File: config.mk
export PLATFORM = sky130hd
export DESIGN_NAME = alu_mul_seq
export DESIGN_NICKNAME = d
export VERILOG_FILES = /design/src/rtl/alu_pkg.sv /design/src/rtl/alu_mul_seq.sv
export SDC_FILE = /design/constraint.sdc
export NUM_CORES = 1
export LEC_CHECK = 0
export ABC_AREA = 1
export ABC_CLOCK_PERIOD_IN_PS = 1440
export BUFFER_PORTS_ARGS = -buffer_cell sky130_fd_sc_hd__buf_2
export CAP_MARGIN = 5
export CORE_UTILIZATION = 35
export DETAILED_ROUTE_END_ITERATION = 8
export HOLD_SLACK_MARGIN = 0.03
export PLACE_DENSITY = 0.6
export SLEW_MARGIN = 20
export SYNTH_ARGS = -nofsm -noshare
export SYNTH_HDL_FRONTEND = slang
export SYNTH_SLANG_ARGS = --single-unit
File: constraint.sdc
create_clock -name clk -period 1.44 [get_ports clk]
set_input_delay 0.432 -clock clk [delete_from_list [all_inputs] [get_ports clk]]
set_output_delay 0.432 -clock clk [all_outputs]
set_load 0.005 [all_outputs]
File: src/rtl/alu_pkg.sv
// Shared types and helpers for the ALU multiply sequencer.
// Holds the ALU opcode encoding, the sequencer state enum and the adder carry helper.
package alu_pkg;

  localparam int DW = 16;

  typedef enum logic [1:0] {
    ALU_ADD = 2'b00,
    ALU_SUB = 2'b01,
    ALU_AND = 2'b10,
    ALU_NOT = 2'b11
  } alu_op_t;

  typedef enum logic [2:0] {
    ST_IDLE  = 3'd0,
    ST_NEGA  = 3'd1,
    ST_NEGB  = 3'd2,
    ST_RUN   = 3'd3,
    ST_NEGLO = 3'd4,
    ST_NEGHI = 3'd5,
    ST_DONE  = 3'd6
  } mul_state_t;

  // Carry out of a+b, recovered from the operand and sum MSBs only.
  function automatic logic add_carry(input logic [DW-1:0] a,
                                     input logic [DW-1:0] b,
                                     input logic [DW-1:0] sum);
    return (a[DW-1] & b[DW-1]) | ((a[DW-1] | b[DW-1]) & ~sum[DW-1]);
  endfunction

endpackage

File: src/rtl/alu_mul_seq.sv
// 16x16->32 shift-add multiply sequencer that borrows the shared combinational ALU.
// Optional `ALU_MUL_SIGNED_EN adds req_signed and the negate pre/post states.
//
// state    | meaning
// IDLE     | req_ready=1, ALU parked (AND 0,0)
// NEGA     | signed build: conditionally negate multiplicand
// NEGB     | signed build: conditionally negate multiplier
// RUN      | one ALU add per cycle, DW iterations
// NEGLO    | signed build: conditionally negate low half
// NEGHI    | signed build: conditionally negate/invert high half
// DONE     | load result regs, then hold rsp_valid until rsp_ready
module alu_mul_seq #(
  parameter int DW    = 16,
  parameter int CNT_W = $clog2(DW)
) (
  input  logic          clk,
  input  logic          rst_n,
  input  logic          req_valid,
  output logic          req_ready,
  input  logic [DW-1:0] req_a,
  input  logic [DW-1:0] req_b,
`ifdef ALU_MUL_SIGNED_EN
  input  logic          req_signed,
`endif
  output logic          rsp_valid,
  input  logic          rsp_ready,
  output logic [DW-1:0] rsp_hi,
  output logic [DW-1:0] rsp_lo,
  output logic          rsp_z,
  output logic          rsp_ovf,
  output logic [DW-1:0] alu_ain,
  output logic [DW-1:0] alu_bin,
  output logic [1:0]    alu_op,
  input  logic [DW-1:0] alu_out
);
  import alu_pkg::*;

  mul_state_t state_q, state_d;
  logic [DW-1:0]    mcand_q, mcand_d;
  logic [DW-1:0]    acc_hi_q, acc_hi_d;
  logic [DW-1:0]    lo_q, lo_d;
  logic [CNT_W-1:0] cnt_q, cnt_d;
  logic             rsp_valid_q, rsp_valid_d;
  logic [DW-1:0]    rsp_hi_q, rsp_hi_d;
  logic [DW-1:0]    rsp_lo_q, rsp_lo_d;
  logic             rsp_z_q, rsp_z_d;
  logic             rsp_ovf_q, rsp_ovf_d;
`ifdef ALU_MUL_SIGNED_EN
  logic             sgn_q, sgn_d;
  logic             neg_q, neg_d;
  logic             lz_q, lz_d;
`endif

  alu_op_t          op_c;
  logic [DW-1:0]    ain_c, bin_c;
  logic [DW-1:0]    sum_c;
  logic             carry_c;
  logic             ovf_c;

`ifdef ALU_MUL_SIGNED_EN
  assign ovf_c = sgn_q ? (acc_hi_q != {DW{lo_q[DW-1]}}) : (acc_hi_q != '0);
`else
  assign ovf_c = (acc_hi_q != '0);
`endif

  always_comb begin
    state_d     = state_q;
    mcand_d     = mcand_q;
    acc_hi_d    = acc_hi_q;
    lo_d        = lo_q;
    cnt_d       = cnt_q;
    rsp_valid_d = rsp_valid_q;
    rsp_hi_d    = rsp_hi_q;
    rsp_lo_d    = rsp_lo_q;
    rsp_z_d     = rsp_z_q;
    rsp_ovf_d   = rsp_ovf_q;
`ifdef ALU_MUL_SIGNED_EN
    sgn_d       = sgn_q;
    neg_d       = neg_q;
    lz_d        = lz_q;
`endif
    op_c        = ALU_AND;
    ain_c       = '0;
    bin_c       = '0;
    sum_c       = acc_hi_q;
    carry_c     = 1'b0;

    case (state_q)
      ST_IDLE: begin
        if (req_valid) begin
          mcand_d  = req_a;
          acc_hi_d = '0;
          lo_d     = req_b;
          cnt_d    = '0;
`ifdef ALU_MUL_SIGNED_EN
          sgn_d    = req_signed;
          neg_d    = 1'b0;
          state_d  = ST_NEGA;
`else
          state_d  = ST_RUN;
`endif
        end
      end
`ifdef ALU_MUL_SIGNED_EN
      ST_NEGA: begin
        op_c  = ALU_SUB;
        bin_c = mcand_q;
        if (sgn_q && mcand_q[DW-1]) begin
          mcand_d = alu_out;
          neg_d   = ~neg_q;
        end
        state_d = ST_NEGB;
      end
      ST_NEGB: begin
        op_c  = ALU_SUB;
        bin_c = lo_q;
        if (sgn_q && lo_q[DW-1]) begin
          lo_d  = alu_out;
          neg_d = ~neg_q;
        end
        state_d = ST_RUN;
      end
`endif
      ST_RUN: begin
        op_c    = ALU_ADD;
        ain_c   = acc_hi_q;
        bin_c   = mcand_q;
        sum_c   = lo_q[0] ? alu_out : acc_hi_q;
        carry_c = lo_q[0] & add_carry(acc_hi_q, mcand_q, sum_c);
        acc_hi_d = {carry_c, sum_c[DW-1:1]};
        lo_d     = {sum_c[0], lo_q[DW-1:1]};
        cnt_d    = cnt_q + 1'b1;
        if (cnt_q == CNT_W'(DW-1)) begin
`ifdef ALU_MUL_SIGNED_EN
          state_d = ST_NEGLO;
`else
          state_d = ST_DONE;
`endif
        end
      end
`ifdef ALU_MUL_SIGNED_EN
      ST_NEGLO: begin
        op_c  = ALU_SUB;
        bin_c = lo_q;
        lz_d  = (lo_q == '0);
        if (neg_q) lo_d = alu_out;
        state_d = ST_NEGHI;
      end
      ST_NEGHI: begin
        // Two's complement of {hi,lo}: hi only takes the +1 when lo was zero.
        op_c  = lz_q ? ALU_SUB : ALU_NOT;
        bin_c = acc_hi_q;
        if (neg_q) acc_hi_d = alu_out;
        state_d = ST_DONE;
      end
`endif
      ST_DONE: begin
        if (!rsp_valid_q) begin
          rsp_valid_d = 1'b1;
          rsp_hi_d    = acc_hi_q;
          rsp_lo_d    = lo_q;
          rsp_z_d     = ({acc_hi_q, lo_q} == '0);
          rsp_ovf_d   = ovf_c;
        end else if (rsp_ready) begin
          rsp_valid_d = 1'b0;
          state_d     = ST_IDLE;
        end
      end
      default: state_d = ST_IDLE;
    endcase
  end

  always_ff @(posedge clk or negedge rst_n) begin
    if (!rst_n) begin
      state_q     <= ST_IDLE;
      mcand_q     <= '0;
      acc_hi_q    <= '0;
      lo_q        <= '0;
      cnt_q       <= '0;
      rsp_valid_q <= 1'b0;
      rsp_hi_q    <= '0;
      rsp_lo_q    <= '0;
      rsp_z_q     <= 1'b0;
      rsp_ovf_q   <= 1'b0;
`ifdef ALU_MUL_SIGNED_EN
      sgn_q       <= 1'b0;
      neg_q       <= 1'b0;
      lz_q        <= 1'b0;
`endif
    end else begin
      state_q     <= state_d;
      mcand_q     <= mcand_d;
      acc_hi_q    <= acc_hi_d;
      lo_q        <= lo_d;
      cnt_q       <= cnt_d;
      rsp_valid_q <= rsp_valid_d;
      rsp_hi_q    <= rsp_hi_d;
      rsp_lo_q    <= rsp_lo_d;
      rsp_z_q     <= rsp_z_d;
      rsp_ovf_q   <= rsp_ovf_d;
`ifdef ALU_MUL_SIGNED_EN
      sgn_q       <= sgn_d;
      neg_q       <= neg_d;
      lz_q        <= lz_d;
`endif
    end
  end

  assign req_ready = (state_q == ST_IDLE);
  assign rsp_valid = rsp_valid_q;
  assign rsp_hi    = rsp_hi_q;
  assign rsp_lo    = rsp_lo_q;
  assign rsp_z     = rsp_z_q;
  assign rsp_ovf   = rsp_ovf_q;
  assign alu_op    = op_c;
  assign alu_ain   = ain_c;
  assign alu_bin   = bin_c;

endmodule

==> reports/qor.csv, run 1 <==
metric,value,unit
total power,12.3,mW
CTS Sinks,90,
CP arrival,1.35,ns
Max IR drop VDD,0.000847,V
total gr overflow,0,
worst-case clock buffer depth,2,
GRT Resource Usage Total,0.166,
synthesis-stage register bit count,90,
Final WS setup,-0.342,ns
Reg area,0.00225,sq mm
Yosys warnings,0,
R2R cell count,9,
drt initial violations,140,
fin. max-slew vios,0,
wire per inst,13.3,um
CTS root buf,clkbuf_16,
via count,3638,
post-route DRC violation count,0,
hpwl dp,6780,um
Setup crit start,state_q[1],
status,"complete, but fails checks",
final setup vio count,68,
Placer Congestion,0.787,
Switching Share,0.380,
RSZ-0062 raised after global routing,yes,
Final Critical Period,1.78,ns
Max Fclk,561,MHz
H-Tree Depth,3,
Post-Syn Area per Cell,8.47,sq um
latest clock arrival within the worst-skew pair,0.34,ns
CP Launch Type,flip-flop,
"Cell Area, Synth",0.00411,sq mm
initial antenna violation count,0,
Area Overhead vs Synth,40.6,%
most frequent cells in the layout,"118 x buf_2, 94 x nand2_1, 90 x dfrtp_1",
Post-synth EDFFs,0,
Die Wd,110,um
"Net Count, Synth",538,
clock power share,0.182,
height of the chip,110,um
number of fill cells,1094,
io pins,122,
# port buffers,120,
"Reg clk slew, reported paths",0.06,ns
Hold Path Class,in2reg,
leakage,3.04,nW
"Hold Violations, Final",0,
routed vias/inst,4.66,
CP Capture Type,output port,
Comb pwr share,0.479,
TNS Setup,-12.85,ns
Power Internal,7.64,mW
WS Path Type,reg2out,
pre-CTS WS,-0.0239,ns
ANT cells,0,
sequential fraction of the synthesis area,0.548,
NumNets Final,685,
Initial Util,0.360,
Async SR Flop Fraction,1.00,
TritonCTS clock tree,built,
row cnt,39,
Clock Skew,0.00705,ns
area taken by multi-input logic gates,0.00161,sq mm
"most common cell after layout, fill and taps aside",buf_2,
"Max FO, Critical Path",9,
PwrDens,2130,mW/mm^2
data required time at the worst endpoint,1.01,ns
vias in the first global route,3289,
total routed wirelength,10400,um
NetSw,4.69,mW
CP Capture Point,alu_ain[2],
largest net degree at the start of global routing,45,
post-route clock period utilization,1.24,
failing checks,setup timing,
Num CTS Buffers,9,
core area,0.0114,sq mm
Reg power frac,0.339,
R2R setup slack,-0.20,ns
first-pass GRT wire length,15200,um
Reg-to-Reg End,state_q[2],
Hold Path Depth,3,
synthesized netlist cell count,485,
die area,0.0122,sq mm
Cell variety after synth,25,
Final ANT Viol Nets,0,
ys flop type,dfrtp_1,
drt pass-1 iters,4,
worst r2r src,state_q[2],
maxcap violations,0,
share of cells above drive strength 1,0.386,
[cell type report]
| type | count | share of cell area |
|---|---|---|
| clock buffers | 14 | 0.0474 |
| clock inverters | 2 | 0.00173 |
| inverters | 58 | 0.0377 |
| multi-input cells | 309 | 0.279 |
| flip-flops and latches | 90 | 0.390 |
| well taps | 143 | 0.0310 |
| repair buffers | 164 | 0.213 |
[cell families after synthesis]
family / count (synthesis) / synth area share
buf+inv: 86 / 0.109
other cells: 1 / 0.000913
simple gates: 184 / 0.177
flops: 90 / 0.548
fa+ha+maj: 1 / 0.00304
compound gates: 123 / 0.162
[power by group through the flow]
stage          clock [mW]  combinational (mW)  sequential, mW
2_1_floorplan           0                3.20            4.16
3_3_place_gp            0                4.63            4.17
3_5_place_dp            0                4.70            4.22
5_1_grt              2.42                6.64            4.33
6_report             2.24                5.90            4.18
4_1_cts              2.32                4.98            4.19
[state kept, by name, summed over array words and instances, names as in the netlist]
name / flops
lo_q: 16
rsp_ovf: 1
cnt_q: 4
rsp_z: 1
state_q: 3
acc_hi_q: 16
rsp_valid: 1
rsp_lo: 16
rsp_hi: 16
mcand_q: 16
[layer usage]
layer	wire [um]	part of all wire	global-route usage
met4	176	0.017	0.0789
met1	4640	0.45	0.212
met3	521	0.050	0.0400
met2	5040	0.49	0.266
met5	0	0	0
[synthesized netlist by cell type, types with 2 or more instances]
library cell,instances,area share
o22ai_1,15,0.023
inv_2,2,0.0018
nand2_4,2,0.0055
a21oi_1,20,0.024
nand2_1,101,0.092
dfrtp_1,90,0.55
nand3_1,7,0.0085
nand2_2,2,0.0030
clkbuf_1,4,0.0037
nor2_1,69,0.063
buf_2,4,0.0049
o21ai_2,6,0.013
buf_4,6,0.011
o21ai_0,45,0.055
inv_1,56,0.051
buf_6,13,0.036
nor2_2,2,0.0030
o21ai_1,34,0.041
[critical path, stage by stage (launching register included)]
cell and delay (ns):
dfrtp_1 0.36, inv_2 0.06, nor2_4 0.11, nand2_4 0.11
buf_12 0.18, nor2_2 0.07, buf_2 0.11
[repair_timing]
| action | CTS | global route |
|---|---|---|
| gates resized for setup | 9 | 47 |
| pin swaps | 1 | 2 |
| hold buffers | 1 | 0 |
| buffers inserted | 9 | 7 |
| setup endpoints to repair | 35 | 89 |
| endpoints found under the hold margin | 14 | 0 |
| gates cloned | 0 | 10 |
[worst min path at each step]
stage,slack [ns],from,endpoint
finish,0.33,req_a[13],mcand_q[13]
global route,0.34,req_a[13],mcand_q[13]
CTS,0.32,req_a[13],mcand_q[13]
detailed placement,0.33,rst_n,rsp_lo[5]
global placement,0.33,rst_n,rsp_lo[5]
floorplan,0.14,rst_n,acc_hi_q[0]
[stage by stage]
step	hold WS (ns)	area, sq um	util	instances
finish	0.333	5780	0.506	780
global route	0.339	5780	0.506	780
global placement	0.332	4990	0.437	738
CTS	0.320	5370	0.471	764
floorplan	0.136	4180	-	485
detailed placement	0.329	4990	0.437	738
(Power assumes the default switching activity.)
==> run 2: changes to the inputs <==
--- a/config.mk
+++ b/config.mk
@@ -6,13 +6,15 @@
 export NUM_CORES = 1
 export LEC_CHECK = 0
 export ABC_AREA = 1
-export ABC_CLOCK_PERIOD_IN_PS = 1440
+export ABC_CLOCK_PERIOD_IN_PS = 2070
 export BUFFER_PORTS_ARGS = -buffer_cell sky130_fd_sc_hd__buf_2
 export CAP_MARGIN = 5
+export CELL_PAD_IN_SITES_DETAIL_PLACEMENT = 1
+export CELL_PAD_IN_SITES_GLOBAL_PLACEMENT = 1
 export CORE_UTILIZATION = 35
 export DETAILED_ROUTE_END_ITERATION = 8
 export HOLD_SLACK_MARGIN = 0.03
-export PLACE_DENSITY = 0.6
+export PLACE_DENSITY_LB_ADDON = 0.2
 export SLEW_MARGIN = 20
 export SYNTH_ARGS = -nofsm -noshare
 export SYNTH_HDL_FRONTEND = slang
==> constraint.sdc (replaced) <==
create_clock -name clk -period 2.07 [get_ports clk]
set_input_delay 0.621 -clock clk [delete_from_list [all_inputs] [get_ports clk]]
set_output_delay 0.621 -clock clk [all_outputs]
set_load 0.005 [all_outputs]
==> reports/qor.csv, run 2 (synthesis gave the netlist of run 1 again) <==
metric,value,unit,change
status,"complete, no violations",,
Die Wd,110,um,unchanged
Reg area,0.00225,sq mm,unchanged
post-route DRC violation count,0,,unchanged
via count,3587,,-1.4%
# port buffers,120,,unchanged
R2R cell count,9,,unchanged
total gr overflow,0,,unchanged
"Hold Violations, Final",0,,unchanged
routed vias/inst,4.76,,+2.0%
Initial Util,0.360,,unchanged
wire per inst,14.3,um,+7.1%
H-Tree Depth,3,,unchanged
drt initial violations,133,,-5.0%
placed cell count,735,,-0.41%
initial antenna violation count,0,,unchanged
Hold Path Class,in2async,,
Placer Congestion,0.728,,-7.5%
total power,7.65,mW,-38%
"most common cell after layout, fill and taps aside",buf_2,,
io pins,122,,unchanged
RSZ-0062 raised after global routing,yes,,
core area,0.0114,sq mm,unchanged
first-pass GRT wire length,17200,um,+13%
maxcap violations,0,,unchanged
leakage,2.82,nW,-7.2%
data required time at the worst endpoint,1.45,ns,+0.44 ns
post-route clock period utilization,0.974,,
area taken by multi-input logic gates,0.00144,sq mm,-11%
CP Capture Type,output port,,
Clock Skew,0.00855,ns,+0.00150 ns
CP arrival,1.40,ns,+0.05 ns
drt pass-1 iters,4,,unchanged
hpwl dp,7570,um,+12%
row cnt,39,,unchanged
TritonCTS clock tree,built,,
Max IR drop VDD,0.000442,V,-48%
WS Path Type,reg2out,,
Final ANT Viol Nets,0,,unchanged
CTS root buf,clkbuf_16,,
NumNets Final,660,,-3.6%
die area,0.0122,sq mm,unchanged
vias in the first global route,3537,,+7.5%
"Max FO, Critical Path",9,,unchanged
ANT cells,0,,unchanged
Max Fclk,496,MHz,
GRT Resource Usage Total,0.184,,+0.0180
non-filler instance count after layout,754,,-3.3%
total routed wirelength,10800,um,+3.6%
fin. max-slew vios,0,,unchanged
PwrDens,1470,mW/mm^2,-31%
largest net degree at the start of global routing,37,,-18%
share of cells above drive strength 1,0.290,,-0.0965
latest clock arrival within the worst-skew pair,0.33,ns,about the same
Num CTS Buffers,9,,unchanged
height of the chip,110,um,unchanged
Final Critical Period,2.02,ns,
Area Overhead vs Synth,26.3,%,
"Reg clk slew, reported paths",0.06,ns,about the same
CTS Sinks,90,,unchanged
CP Launch Type,flip-flop,,
worst-case clock buffer depth,2,,unchanged
final setup vio count,0,,-100%
number of fill cells,1449,,+32%
most frequent cells in the layout,"119 x buf_2, 101 x nand2_1, 90 x dfrtp_1",,
run 2: cell count changes in the layout (fill, tap and decap cells not counted), sizes merged:
cell | before | now
buf | 157 | 137
clkbuf | 20 | 15
clkinv | 2 | 1
dlygate4sd3 | 1 | 0
clkinvlp | 0 | 1
run 2: path summary, 6_finish.rpt:
| path | slack, ns | startpoint | endpoint |
|---|---|---|---|
| worst max-delay path | 0.05 | state_q[2] | alu_bin[10] |
| worst min-delay path | 0.21 | rst_n | rsp_hi[2] |
| worst max register to register | 0.41 | state_q[1] | state_q[2] |
| worst min register to register | 0.48 | rsp_lo[7] | rsp_lo[7] |
| max in group asynchronous | 1.27 | rst_n | acc_hi_q[2] |
| min in group clk | 0.48 | rsp_lo[7] | rsp_lo[7] |
run 2: critical path: stages (launching register included):
cell     delay, ns
dfrtp_1       0.41
nor2_4        0.13
nand2_4       0.12
buf_12        0.17
nor2_1        0.11
buf_2         0.13
run 2: per-stage QoR:
step	setup WS (ns)	TNS (ns)	util	hold slack [ns]	cell area, sq um
floorplan	0.373	0	-	0.325	4110
detailed placement	0.296	0	0.421	0.474	4810
CTS	0.0504	0	0.447	0.229	5110
global route	-0.0311	-0.0362	0.455	0.237	5190
finish	0.0532	0	0.455	0.213	5190
global placement	0.335	0	0.421	0.461	4810
run 2: area by class of cell:
cell class	count	share of cell area
Sequential cell	90	0.434
Clock inverter	2	0.00241
Timing Repair Buffer	139	0.160
Inverter	58	0.0419
Clock buffer	13	0.0501
Tap cell	143	0.0345
Multi-Input combinational cell	309	0.277
run 2: power breakdown:
group	internal (mW)	switching, mW	total (mW)
clock	0.873	0.658	1.53
sequential	2.53	0.378	2.91
combinational	1.26	1.95	3.21
total	4.67	2.99	7.65
run 2: timing repair:
item | 4_1_cts | 5_1_grt
pin swaps | 0 | 0
gates resized for setup | 1 | 10
buffers inserted | 1 | 1
hold buffers | 0 | 0
gates cloned | 0 | 2
setup endpoints to repair | 25 | 9
hold endpoints to repair | 0 | 0
run 2: routing by layer:
metal,share of wire,global-route usage
met4,0.011,0.0648
met2,0.48,0.309
met1,0.47,0.244
met5,0,0
met3,0.037,0.0247
==> run 3: changes to the inputs <==
==> constraint.sdc (replaced) <==
create_clock -name clk -period 2.07 [get_ports clk]
set_input_delay 0.621 -clock clk [delete_from_list [all_inputs] [get_ports clk]]
set_output_delay 0.621 -clock clk [all_outputs]
set_load 0.05 [all_outputs]
==> reports/qor.csv, run 3 (synthesis gave the netlist of run 1 again) <==
metric,value,unit,change
status,"complete, but fails checks",,
failing checks,setup timing,,
maxcap violations,0,,unchanged
GRT Resource Usage Total,0.191,,+0.00645
initial antenna violation count,0,,unchanged
vias in the first global route,3608,,+2.0%
"Core Util, Final",0.494,,+0.0398
most frequent cells in the layout,"101 x nand2_1, 90 x dfrtp_1, 86 x buf_2",,
worst r2r src,state_q[1],,
TNS Setup,-0.168,ns,-0.168 ns
via count,3607,,+0.56%
CP arrival,1.48,ns,+0.08 ns
Placer Congestion,0.727,,-0.22%
total power,9.65,mW,+26%
CTS Hold Bufs,0,,unchanged
Final ANT Viol Nets,0,,unchanged
Num CTS Buffers,9,,unchanged
pre-CTS WS,0.201,ns,-0.0951 ns
Reg area,0.00225,sq mm,unchanged
die area,0.0122,sq mm,unchanged
ANT cells,0,,unchanged
post-route clock period utilization,1.02,,+0.0408
NumNets Final,660,,unchanged
leakage,2.88,nW,+2.2%
Initial Util,0.360,,unchanged
CTS root buf,clkbuf_16,,
"Hold Violations, Final",0,,unchanged
design area,0.00565,sq mm,+8.7%
Max IR drop VDD,0.000649,V,+47%
CP Capture Type,output port,,
worst-case clock buffer depth,2,,unchanged
R2R cell count,9,,unchanged
Die Wd,110,um,unchanged
share of cells above drive strength 1,0.328,,+0.0387
fin. max-slew vios,0,,unchanged
CP Capture Point,alu_bin[9],,
R2R setup slack,0.28,ns,-0.13 ns
drt initial violations,89,,-33%
Clock Skew,0.00777,ns,-0.000774 ns
hold_ws,0.227,ns,+0.0140 ns
routed vias/inst,4.78,,+0.42%
first-pass GRT wire length,17700,um,+2.9%
wire per inst,14.8,um,+4.2%
post-route DRC violation count,0,,unchanged
CP Launch Type,flip-flop,,
row cnt,39,,unchanged
Area Overhead vs Synth,37.4,%,
drt pass-1 iters,4,,unchanged
final setup vio count,15,,+15
WS Path Type,reg2out,,
non-filler instance count after layout,755,,+0.13%
CTS Sinks,90,,unchanged
Placed Area,0.00486,sq mm,+1.0%
Final WS setup,-0.0312,ns,-0.0844 ns
core area,0.0114,sq mm,unchanged
total routed wirelength,11200,um,+4.3%
"Max FO, Critical Path",7,,-2
# port buffers,120,,unchanged
RSZ-0062 raised after global routing,yes,,
hpwl dp,7420,um,-2.0%
height of the chip,110,um,unchanged
number of fill cells,1358,,-6.3%
H-Tree Depth,3,,unchanged
Reg-to-Reg End,state_q[2],,
largest net degree at the start of global routing,38,,+2.7%
Final Critical Period,2.10,ns,+0.0844 ns
"most common cell after layout, fill and taps aside",nand2_1,,
TritonCTS clock tree,built,,
Max Fclk,476,MHz,-4.0%
latest clock arrival within the worst-skew pair,0.34,ns,about the same
area taken by multi-input logic gates,0.00159,sq mm,+11%
Hold Path Class,in2async,,
PwrDens,1710,mW/mm^2,+16%
io pins,122,,unchanged
data required time at the worst endpoint,1.45,ns,about the same
placed cell count,730,,-0.68%
"Reg clk slew, reported paths",0.06,ns,about the same
total gr overflow,0,,unchanged
Setup crit start,state_q[1],,
run 3: cell types whose count changed in the layout (fill, tap and decap cells not counted), moves of 2 or more:
cell    before  now
buf_8        0    7
nor2_1      61   37
nor2_2       9   14
buf_6        0   26
buf_4       14   10
buf_2      119   86
nor2_4       1   20
buf_12       4    6
run 3: final cells by class:
type | count | area share
inverter | 58 | 0.0386
tap | 143 | 0.0317
clock inverter | 2 | 0.00621
clock buffer | 14 | 0.0468
multi-input combinational | 309 | 0.282
sequential | 90 | 0.399
timing repair buffer | 139 | 0.195
run 3: worst max-delay path, stage by stage, from the launching register on:
cell and delay [ns]:
dfrtp_1 0.37, inv_2 0.06, nor2_4 0.11, nand2_4 0.11
clkbuf_16 0.21, nor2_2 0.10, buf_6 0.16
run 3: worst min path at each step:
stage,end,startpoint
5_1_grt,rsp_lo[12],rst_n
4_1_cts,lo_q[12],rst_n
3_3_place_gp,rsp_hi[7],rsp_hi[7]
2_1_floorplan,acc_hi_q[0],rst_n
3_5_place_dp,rsp_lo[7],rsp_lo[7]
6_report,lo_q[12],rst_n
run 3: layer usage:
metal / vias up / share of wire / global-route usage
met5: - / 0 / 0
met4: 0 / 0.012 / 0.0789
met3: 9 / 0.041 / 0.0329
met2: 77 / 0.50 / 0.319
met1: 1746 / 0.45 / 0.244
li1: 1775 / - / -
run 3: timing repair:
item / CTS / global route
setup endpoints to repair: 33 / 33
setup buffers: 0 / 6
resized for setup: 73 / 33
gates cloned: 0 / 3
pin swaps: 0 / 1
run 3: where the power goes:
part           total, mW  internal, mW  switching (mW)
Sequential          2.90          2.53           0.369
Combinational       5.08          1.49            3.58
Clock               1.67          1.00           0.667
